--- src/rtl/picoctrl_sequencer.sv ---
// picoctrl_sequencer: PicoCtrl execution core. Fetches from a combinational
// 32x16 ROM at PC, decodes, and retires one instruction per clock.
//
// Control handshake: start/stop are single-cycle pulses sampled on the rising
// edge; there is no valid/ready pair. stop outranks start. start while
// running has no effect.
module picoctrl_sequencer #(
  parameter int ADDR_W   = 5,
  parameter int NUM_REGS = 4
) (
  input  logic              clk,
  input  logic              rst_n,
  input  logic              start,
  input  logic              stop,
  input  logic [3:0]        cond_in,
  output logic [ADDR_W-1:0] rom_addr,
  input  logic [15:0]       rom_data,
  output logic [7:0]        out_reg0,
  output logic [7:0]        out_reg1,
  output logic [7:0]        out_reg2,
  output logic [7:0]        out_reg3,
  output logic              running,
  output logic              halted
);

  typedef enum logic [1:0] {
    S_IDLE = 2'd0,
    S_RUN  = 2'd1,
    S_HALT = 2'd2
  } state_t;

  localparam logic [1:0] ACT_NOP   = 2'b00;
  localparam logic [1:0] ACT_WRITE = 2'b01;
  localparam logic [1:0] ACT_JUMP  = 2'b10;
  localparam logic [1:0] ACT_HALT  = 2'b11;

  localparam logic [ADDR_W-1:0] PC_ONE = ADDR_W'(1);

  state_t            state_q, state_d;
  logic [ADDR_W-1:0] pc_q, pc_d;
  logic [3:0]        sync1_q, sync2_q;
  logic [7:0]        regs_q [NUM_REGS];
  logic              wr_en;

  // Instruction fields
  logic       ins_always;
  logic [1:0] ins_cidx;
  logic       ins_expect;
  logic [1:0] ins_action;
  logic [1:0] ins_sel;
  logic [7:0] ins_data;
  logic       cond_true;

  assign ins_always = rom_data[15];
  assign ins_cidx   = rom_data[14:13];
  assign ins_expect = rom_data[12];
  assign ins_action = rom_data[11:10];
  assign ins_sel    = rom_data[9:8];
  assign ins_data   = rom_data[7:0];
  assign cond_true  = ins_always | (sync2_q[ins_cidx] == ins_expect);

  // Two-flop synchronizer for the asynchronous condition inputs
  always_ff @(posedge clk or negedge rst_n) begin
    if (!rst_n) begin
      sync1_q <= '0;
      sync2_q <= '0;
    end else begin
      sync1_q <= cond_in;
      sync2_q <= sync1_q;
    end
  end

  // State and program counter registers
  always_ff @(posedge clk or negedge rst_n) begin
    if (!rst_n) begin
      state_q <= S_IDLE;
      pc_q    <= '0;
    end else begin
      state_q <= state_d;
      pc_q    <= pc_d;
    end
  end

  // Next-state, next-PC and write-enable decode
  always_comb begin
    state_d = state_q;
    pc_d    = pc_q;
    wr_en   = 1'b0;
    case (state_q)
      S_IDLE: begin
        pc_d = '0;
        if (start && !stop) state_d = S_RUN;
      end
      S_RUN: begin
        if (stop) begin
          state_d = S_IDLE;
          pc_d    = '0;
        end else if (cond_true) begin
          case (ins_action)
            ACT_WRITE: begin
              wr_en = 1'b1;
              pc_d  = pc_q + PC_ONE;
            end
            ACT_JUMP: pc_d = ins_data[ADDR_W-1:0];
            ACT_HALT: state_d = S_HALT;
            ACT_NOP:  pc_d = pc_q + PC_ONE;
            default:  pc_d = pc_q + PC_ONE;
          endcase
        end else begin
          pc_d = pc_q + PC_ONE;
        end
      end
      S_HALT: begin
        if (stop) begin
          state_d = S_IDLE;
          pc_d    = '0;
        end else if (start) begin
          state_d = S_RUN;
          pc_d    = '0;
        end
      end
      default: begin
        state_d = S_IDLE;
        pc_d    = '0;
      end
    endcase
  end

  // Output register file; written only by a taken write instruction
  always_ff @(posedge clk or negedge rst_n) begin
    if (!rst_n) begin
      for (int i = 0; i < NUM_REGS; i++) regs_q[i] <= '0;
    end else if (wr_en) begin
      regs_q[ins_sel] <= ins_data;
    end
  end

  assign rom_addr = pc_q;
  assign out_reg0 = regs_q[0];
  assign out_reg1 = regs_q[1];
  assign out_reg2 = regs_q[2];
  assign out_reg3 = regs_q[3];
  assign running  = (state_q == S_RUN);
  assign halted   = (state_q == S_HALT);

endmodule

--- config.mk ---
export PLATFORM = sky130hd
export DESIGN_NAME = picoctrl_sequencer
export DESIGN_NICKNAME = d
export VERILOG_FILES = /design/src/rtl/picoctrl_sequencer.sv
export SDC_FILE = /design/constraint.sdc
export NUM_CORES = 1
export LEC_CHECK = 0
export BUFFER_PORTS_ARGS = -buffer_cell sky130_fd_sc_hd__buf_4
export CORE_ASPECT_RATIO = 1.1
export CORE_MARGIN = 3
export CORE_UTILIZATION = 45
export CTS_BUF_LIST = sky130_fd_sc_hd__clkbuf_4 sky130_fd_sc_hd__clkbuf_8 sky130_fd_sc_hd__clkbuf_16
export DETAILED_ROUTE_END_ITERATION = 7
export GPL_TIMING_DRIVEN = 0
export PLACE_DENSITY = 0.74
export SKIP_CTS_REPAIR_TIMING = 1
export SLEW_MARGIN = 10
export SYNTH_ARGS = -nofsm -noshare
export SYNTH_HDL_FRONTEND = slang
export SYNTH_SLANG_ARGS = --single-unit
--- constraint.sdc ---
create_clock -name clk -period 1.9 [get_ports clk]
set_input_delay 0.57 -clock clk [delete_from_list [all_inputs] [get_ports clk]]
set_output_delay 0.57 -clock clk [all_outputs]
set_load 0.01 [all_outputs]
### Word level (Yosys, flattened, before mapping)

Index checks and enable logic that the tools add are counted.

* register bits after elaboration: 47
* bits of input ports: 24
* output and inout bits: 39
* word-level logic and storage cells: 55

* add/subtract/negate cells: 1
* $lt $le $gt $ge: 3
* equal/unequal tests: 11
* mux-type cells: 22
* bitwise gates (word level): 2
* reduce and logical (&&, ||, !) cells: 8

Operators with widths (count)
* bitwise mux 32 bit: 1
* two-way mux 5 bit: 4
* case mux 5 bit (2 select lines): 2
* demux 8 bit (select 2 bit): 1
* two-way mux 2 bit: 6
* two-way mux 8 bit: 1
* == test 2 bit, second input constant: 3
* inequality test 3 x 2 -> 1 bit, second input constant: 2
* case mux 2 bit (3 select lines): 1
* adder 5 x 1 -> 5 bit, second input constant: 1
* two-way mux 1 bit: 5
* inequality test 5 x 4 -> 1 bit, second input constant: 1
* == test 2 x 1 -> 1 bit, second input constant: 2
* logical NOT 2 bit: 2
* AND reduction 4 bit: 1
* greater-or-equal comparator 3 bit, second input constant: 1
* less-than comparator 2 x 3 -> 1 bit, second input constant: 1
* less-than comparator 3 x 1 -> 1 bit, second input constant: 1
* inequality test 3 bit, second input constant: 1
* NOT 2 -> 3 bit: 1
* binary-select mux 1 bit (select 2 bit): 1
* logical AND 1 bit: 2
* inequality test 2 bit, second input constant: 1
* AND reduction 2 bit: 1
* other kinds (4): 4

### Logic depth before layout (Yosys ltp)

Gate-level depths: netlist of the first run.

* depth after elaboration: 7
* gate-level depth with buffers: 6

### Worst setup path after synthesis of the first run

OpenSTA, ideal clock, no wires.

* kind: in2reg
* start point: input port rom_data[14]
* end point: register regs_q, in the netlist out_reg0[5]
* library setup time: 125 ps
* data arrival time: 1825 ps
* data required time: 1775 ps
* setup slack: -50 ps
* cell stages on the path: 6
* buffers on the path: 1
* cells stage by stage: mux2i_1 mux2i_1 and2_1 buf_6 nand4_4 mux2_4

* cells in the longest elaborated chain, start to end: 7

Ends and longest elaborated chain
* from (decl): line 17 `input logic [15:0] rom_data,`
* binary-select mux 1 bit (select 2 bit): line 60 `assign cond_true = ins_always | (sync2_q[ins_cidx] == ins_expect);`
* two-way mux 1 bit (not written as such): line 60
* == test 1 bit: line 60
* bitwise OR 1 bit: line 60
* two-way mux 1 bit: line 98 `end else if (cond_true) begin`
* two-way mux 1 bit: line 95 `if (stop) begin`
* two-way mux 1 bit: line 89 `case (state_q)`
* to (signal, indexed assignment): line 134 `regs_q[ins_sel] <= ins_data;`
* to (decl): line 42 `logic [7:0] regs_q [NUM_REGS];`

No other way between the ends. The select of a mux whose other input is x is not followed.
A chain may end at the register's enable or synchronous reset.

### Worst setup path in the final report of the first run

* start point: input port rom_data[14]
* end point: register regs_q, in the netlist out_reg2[3]

Same word-level chain as after synthesis.

==> results.json, run 1 <==
{
  "status": "finished, violations left",
  "violations": "negative setup slack",
  "yosysTopAreaCell": "dfrtp_1",
  "cpLargestDelayFamily": "multiplexers",
  "fmax_ghz": 0.524,
  "clock_sinks": 47,
  "layout-drive-gt1-share": 0.548,
  "yosysMostFrequentCell": "dfrtp_1",
  "yosys.area_share.simple": 0.144,
  "drt-pass1-iter-count": 5,
  "cp.arrival_ps": 2090,
  "fp.dieH_um": 76.2,
  "io_buffers": 62,
  "viasPerCell": 5.42,
  "synth_edf_count": 0,
  "cts_buffer_depth": 2,
  "initial_core_util": 0.486,
  "finalWirelength_um": 4560,
  "yosysTopAreaCellShare": 0.583,
  "hp-class": "in2async",
  "syn2layout_area_growth_pct": 34.1,
  "clockRootBuffer": "clkbuf_8",
  "grt_max_degree": 48,
  "hold_viol": 0,
  "first_global_vias": 1466,
  "crit_path_end_kind": "flop",
  "io_pins": 63,
  "die_area_um2": 5320,
  "skew_ps": 5.62,
  "crit_path_top_delay_cell": "mux2_2",
  "synth_cell_types": 27,
  "fin_crit_sh": 1.00,
  "grt_first_pass_wirelength_um": 7350,
  "syn_area_um2": 2020,
  "final.setup.tns_ps": -20.0,
  "synth-xor-area-share": 0,
  "period_minus_slack_ps": 1910,
  "rows": 24,
  "ys_seq_area_frac": 0.583,
  "cts_buffers": 5,
  "worstMarginPinSlew_ps": 606,
  "ys_ff_latch": 47,
  "synth-main-ff-cell": "dfrtp_1",
  "wl_per_cell_um": 16.9,
  "synth_mux_area_frac": 0.207,
  "coreArea_um2": 4140,
  "power_density_nw_per_um2": 890,
  "critPathMaxFanout": 8,
  "finalPower_w": 0.00240,
  "syn_nets": 169,
  "fin_ws_ps": -9.25,
  "syn_inst": 144,
  "start_kind": "input pin",
  "crit_chain": "buf_6 > mux2i_2 > mux2i_1 > and2_4 > buf_8 > nand4_4 > mux2_2",
  "cap_violations": 0,
  "synthArstFlopShare": 1.00,
  "final_core_util": 0.652,
  "grt_overflow": 0,
  "synth_top_family_by_area": "multiplexers",
  "leakage_nw": 1.38,
  "path_class": "in2reg",
  "slew_headroom": 0.595,
  "crit_path_max_incr_delay_ps": 360,
  "drt_iter0_drc": 125,
  "clk_pin_slew_ps": 80,
  "layout.nets": 241,
  "antenna_found_initial": 0,
  "slew_violations": 0,
  "ys_warn_count": 0,
  "syn_avg_cell_area_um2": 14.0,
  "grt_usage": 0.178,
  "cp.required_ps": 2090,
  "vias": 1457,
  "cp.buffers_inverters": 2,
  "place_hpwl_um": 3330,
  "htree_levels": 2,
  "synth_compound_area_frac": 0.0366,
  "drc_errors": 0,
  "die_w_um": 69.8,
  "cts_tree": "built",
  "detail-route-antenna-nets": 0,
  "gp_congestion": 0.872,
  "synth_common_cells": "dfrtp_1 (47), mux2_2 (30), nand3_1 (7)",
  "finalSetupViolations": 3,
  "ir_drop_mv": 0.590,
  "synth_area_leaders": "dfrtp_1 (58%), mux2_2 (17%), nand4_4 (3.2%)",
  "n_antenna_cell": 0,
  "clk_latency_ps": 300,
  "synth_fa_ha_area_frac": 0.00621
}
[flip-flops by register name, indices dropped and copies added (netlist names)]
register and flops:
out_reg2 8, out_reg3 8, sync1_q 4, out_reg0 8, rom_addr 5, out_reg1 8, state_q 2, sync2_q 4
[logic make-up after synthesis]
family                     Yosys count
muxes                               37
and+or+nand+nor                     40
DFF                                 47
AOI/OAI and AO/OA                   11
adders and majority gates            1
buffers and inverters                8
[per-stage QoR]
stage	setup WS (ps)	hold WS [ps]	cells	cell area, um^2
floorplan	-49.9	274	144	2020
global placement	-348	335	258	2550
detailed placement	-390	339	258	2550
CTS	-83.7	282	266	2660
global route	-104	296	269	2700
finish	-9.25	274	269	2700
[path summary, 6_finish.rpt]
check,startpoint,to,slack [ps],depth (start not counted)
min,rst_n,rom_addr[4],270,1
max reg2reg,sync2_q[0],out_reg2[3],20,6
min reg2reg,sync1_q[1],sync2_q[1],360,0
min in group clk,sync1_q[1],sync2_q[1],360,0
max in group asynchronous,rst_n,out_reg1[0],1250,1
max,rom_data[14],out_reg2[3],-9,7
[final cells by class]
type	instances	area [um^2]
clock buffer	5	68.8
clock inverter	3	43.8
buffer	2	26.3
inverter	6	22.5
timing repair buffer	65	492
fill	316	1440
multi-input combinational	89	808
sequential	47	1180
tap	52	65.1
[power by group]
| group | internal [W] | switching (W) | leakage, nW |
|---|---|---|---|
| clock | 0.000391 | 0.000322 | 0.0581 |
| sequential | 0.00112 | 0.0000635 | 0.618 |
| combinational | 0.000288 | 0.000220 | 0.707 |
[layer usage]
layer	track usage	vias to the layer above	part of all wire
li1	-	666	-
met2	0.324	61	0.54
met1	0.188	722	0.38
met3	0.0567	8	0.064
met5	0	-	0
met4	0.0651	0	0.019
[placed cells by master (no fill, tap or decap), drive strengths merged]
cell type / Yosys / layout
nor2b: 6 / 6
and3: 4 / 4
nand2: 2 / 2
ha: 1 / 1
nor3b: 4 / 4
mux2i: 5 / 5
clkbuf: 0 / 5
nand3: 8 / 8
and3b: 1 / 1
o41ai: 1 / 1
a31oi: 1 / 1
inv: 6 / 6
o21ai: 5 / 5
and2: 3 / 3
clkinv: 0 / 2
o2bb2ai: 1 / 1
or2: 1 / 1
a211oi: 1 / 1
mux2: 32 / 32
nand4: 5 / 5
bufinv: 0 / 1
nor2: 5 / 5
o221ai: 2 / 2
nor3: 1 / 1
dfrtp: 47 / 47
buf: 2 / 67
(Power assumes the default switching activity.)
==> run 2, diff against run 1 <==
Settings changed: BUFFER_PORTS_ARGS -buffer_cell sky130_fd_sc_hd__buf_4 to default, CTS_CLUSTER_DIAMETER from default to 120, DONT_BUFFER_PORTS from default to 1, PLACE_DENSITY 0.74 to 0.62, SLEW_MARGIN 10 to default.
==> results.json, run 2 (same netlist as run 1, synthesis figures left out) <==
{
  "power_density_nw_per_um2": 976,
  "viasPerCell": 5.89,
  "grt_overflow": 0,
  "grt_usage": 0.163,
  "final_area_um2": 2280,
  "fin_crit_sh": 0.948,
  "clk_latency_ps": 290,
  "first_global_vias": 1321,
  "layout-drive-gt1-share": 0.376,
  "path_class": "reg2reg",
  "slew_violations": 0,
  "rows": 24,
  "detail-route-antenna-nets": 0,
  "clock_power_share": 0.332,
  "cts_buffers": 5,
  "vias": 1232,
  "final_core_util": 0.551,
  "final_cell_mix": "dfrtp_1 (47), mux2_2 (30), nand3_1 (7)",
  "clockRootBuffer": "clkbuf_8",
  "leakage_nw": 1.08,
  "hp-class": "in2async",
  "n_antenna_cell": 0,
  "fmax_ghz": 0.555,
  "drc_errors": 0,
  "ir_drop_mv": 0.644,
  "cp.required_ps": 2080,
  "finalSetupViolations": 0,
  "power_frac_comb": 0.103,
  "wl_per_cell_um": 20.5,
  "syn2layout_area_growth_pct": 13.3,
  "cap_violations": 0,
  "start_kind": "flop",
  "critPathMaxFanout": 8,
  "antenna_found_initial": 0,
  "status": "complete, no violations",
  "grt_max_degree": 48,
  "drt-pass1-iter-count": 4,
  "cts_buffer_depth": 2,
  "drt_iter0_drc": 59,
  "fp.dieH_um": 76.2,
  "hold_viol": 0,
  "cp.arrival_ps": 1980,
  "place_hpwl_um": 3040,
  "io_pins": 63,
  "grt_first_pass_wirelength_um": 6710,
  "p_sw_frac": 0.246,
  "coreArea_um2": 4140,
  "cts_tree": "built",
  "gp_congestion": 0.781,
  "clock_sinks": 47,
  "htree_levels": 2,
  "skew_ps": 6.53,
  "worstMarginPinSlew_ps": 594,
  "internal_power_w": 0.00168,
  "final.setup.tns_ps": 0,
  "clk_pin_slew_ps": 80,
  "finalWirelength_um": 4290,
  "die_w_um": 69.8,
  "initial_core_util": 0.486,
  "final_common_cell": "dfrtp_1",
  "placed_area_um2": 2080,
  "seqPwrFrac": 0.565,
  "layout.nets": 181,
  "io_buffers": 0,
  "slew_headroom": 0.603,
  "period_minus_slack_ps": 1800,
  "crit_path_end_kind": "flop",
  "switchingPower_w": 0.000548,
  "die_area_um2": 5320
}
run 2: cell types whose count changed in the layout (fill, tap and decap cells not counted):
cell	delta
mux2i_1	-1
mux2i_2	+1
buf_12	+1
and2_1	+1
and2_4	-1
buf_8	-1
buf_16	+1
clkinv_4	-1
clkbuf_8	+1
buf_4	-61
run 2: per-stage QoR:
step                      instances  worst slack [ps]  total power [W]  hold WS [ps]
after detailed placement        196              -306          0.00147           276
final                           209              99.7          0.00223           108
after global routing            209             -2.83          0.00234           104
after floorplan                 144             -49.9          0.00141           274
after global placement          196              -272          0.00145           275
after CTS                       204             -52.3          0.00222         -51.3
run 2: worst max-delay path: stages, from the launching register on:
cell and delay [ps]:
dfrtp_1 380, mux2i_2 180, mux2i_2 240, and2_1 160, buf_6 150, nand4_4 200
mux2_4 360
run 2: worst paths after layout:
check	startpoint	to	slack, ps	cells after the start
worst max-delay path	sync2_q[3]	out_reg0[7]	100	6
worst min-delay path	rst_n	state_q[0]	110	1
worst max register to register	sync2_q[3]	out_reg0[7]	100	6
worst min register to register	sync1_q[3]	sync2_q[3]	350	0
max in group asynchronous	rst_n	sync2_q[3]	1570	1
min in group clk	cond_in[2]	sync1_q[2]	310	0
run 2: final cells by class:
cell class	count	area, um^2
clock buffer	6	82.6
multi-input combinational	89	810
tap	52	65.1
buffer	2	22.5
timing repair buffer	5	70.1
fill	361	1860
inverter	6	22.5
sequential	47	1180
clock inverter	2	35.0
run 2: power groups by stage:
stage / sequential [W] / clock [W] / combinational [W]
2_1_floorplan: 0.00125 / 0 / 0.000163
3_3_place_gp: 0.00128 / 0 / 0.000176
3_5_place_dp: 0.00128 / 0 / 0.000186
4_1_cts: 0.00126 / 0.000768 / 0.000187
5_1_grt: 0.00127 / 0.000810 / 0.000252
6_report: 0.00126 / 0.000740 / 0.000229
run 2: per-layer routing:
layer | vias up | track usage | share of wire
li1 | 538 | - | -
met2 | 59 | 0.268 | 0.52
met1 | 631 | 0.184 | 0.37
met3 | 4 | 0.0778 | 0.10
met5 | - | 0 | 0
met4 | 0 | 0.0556 | 0.0084
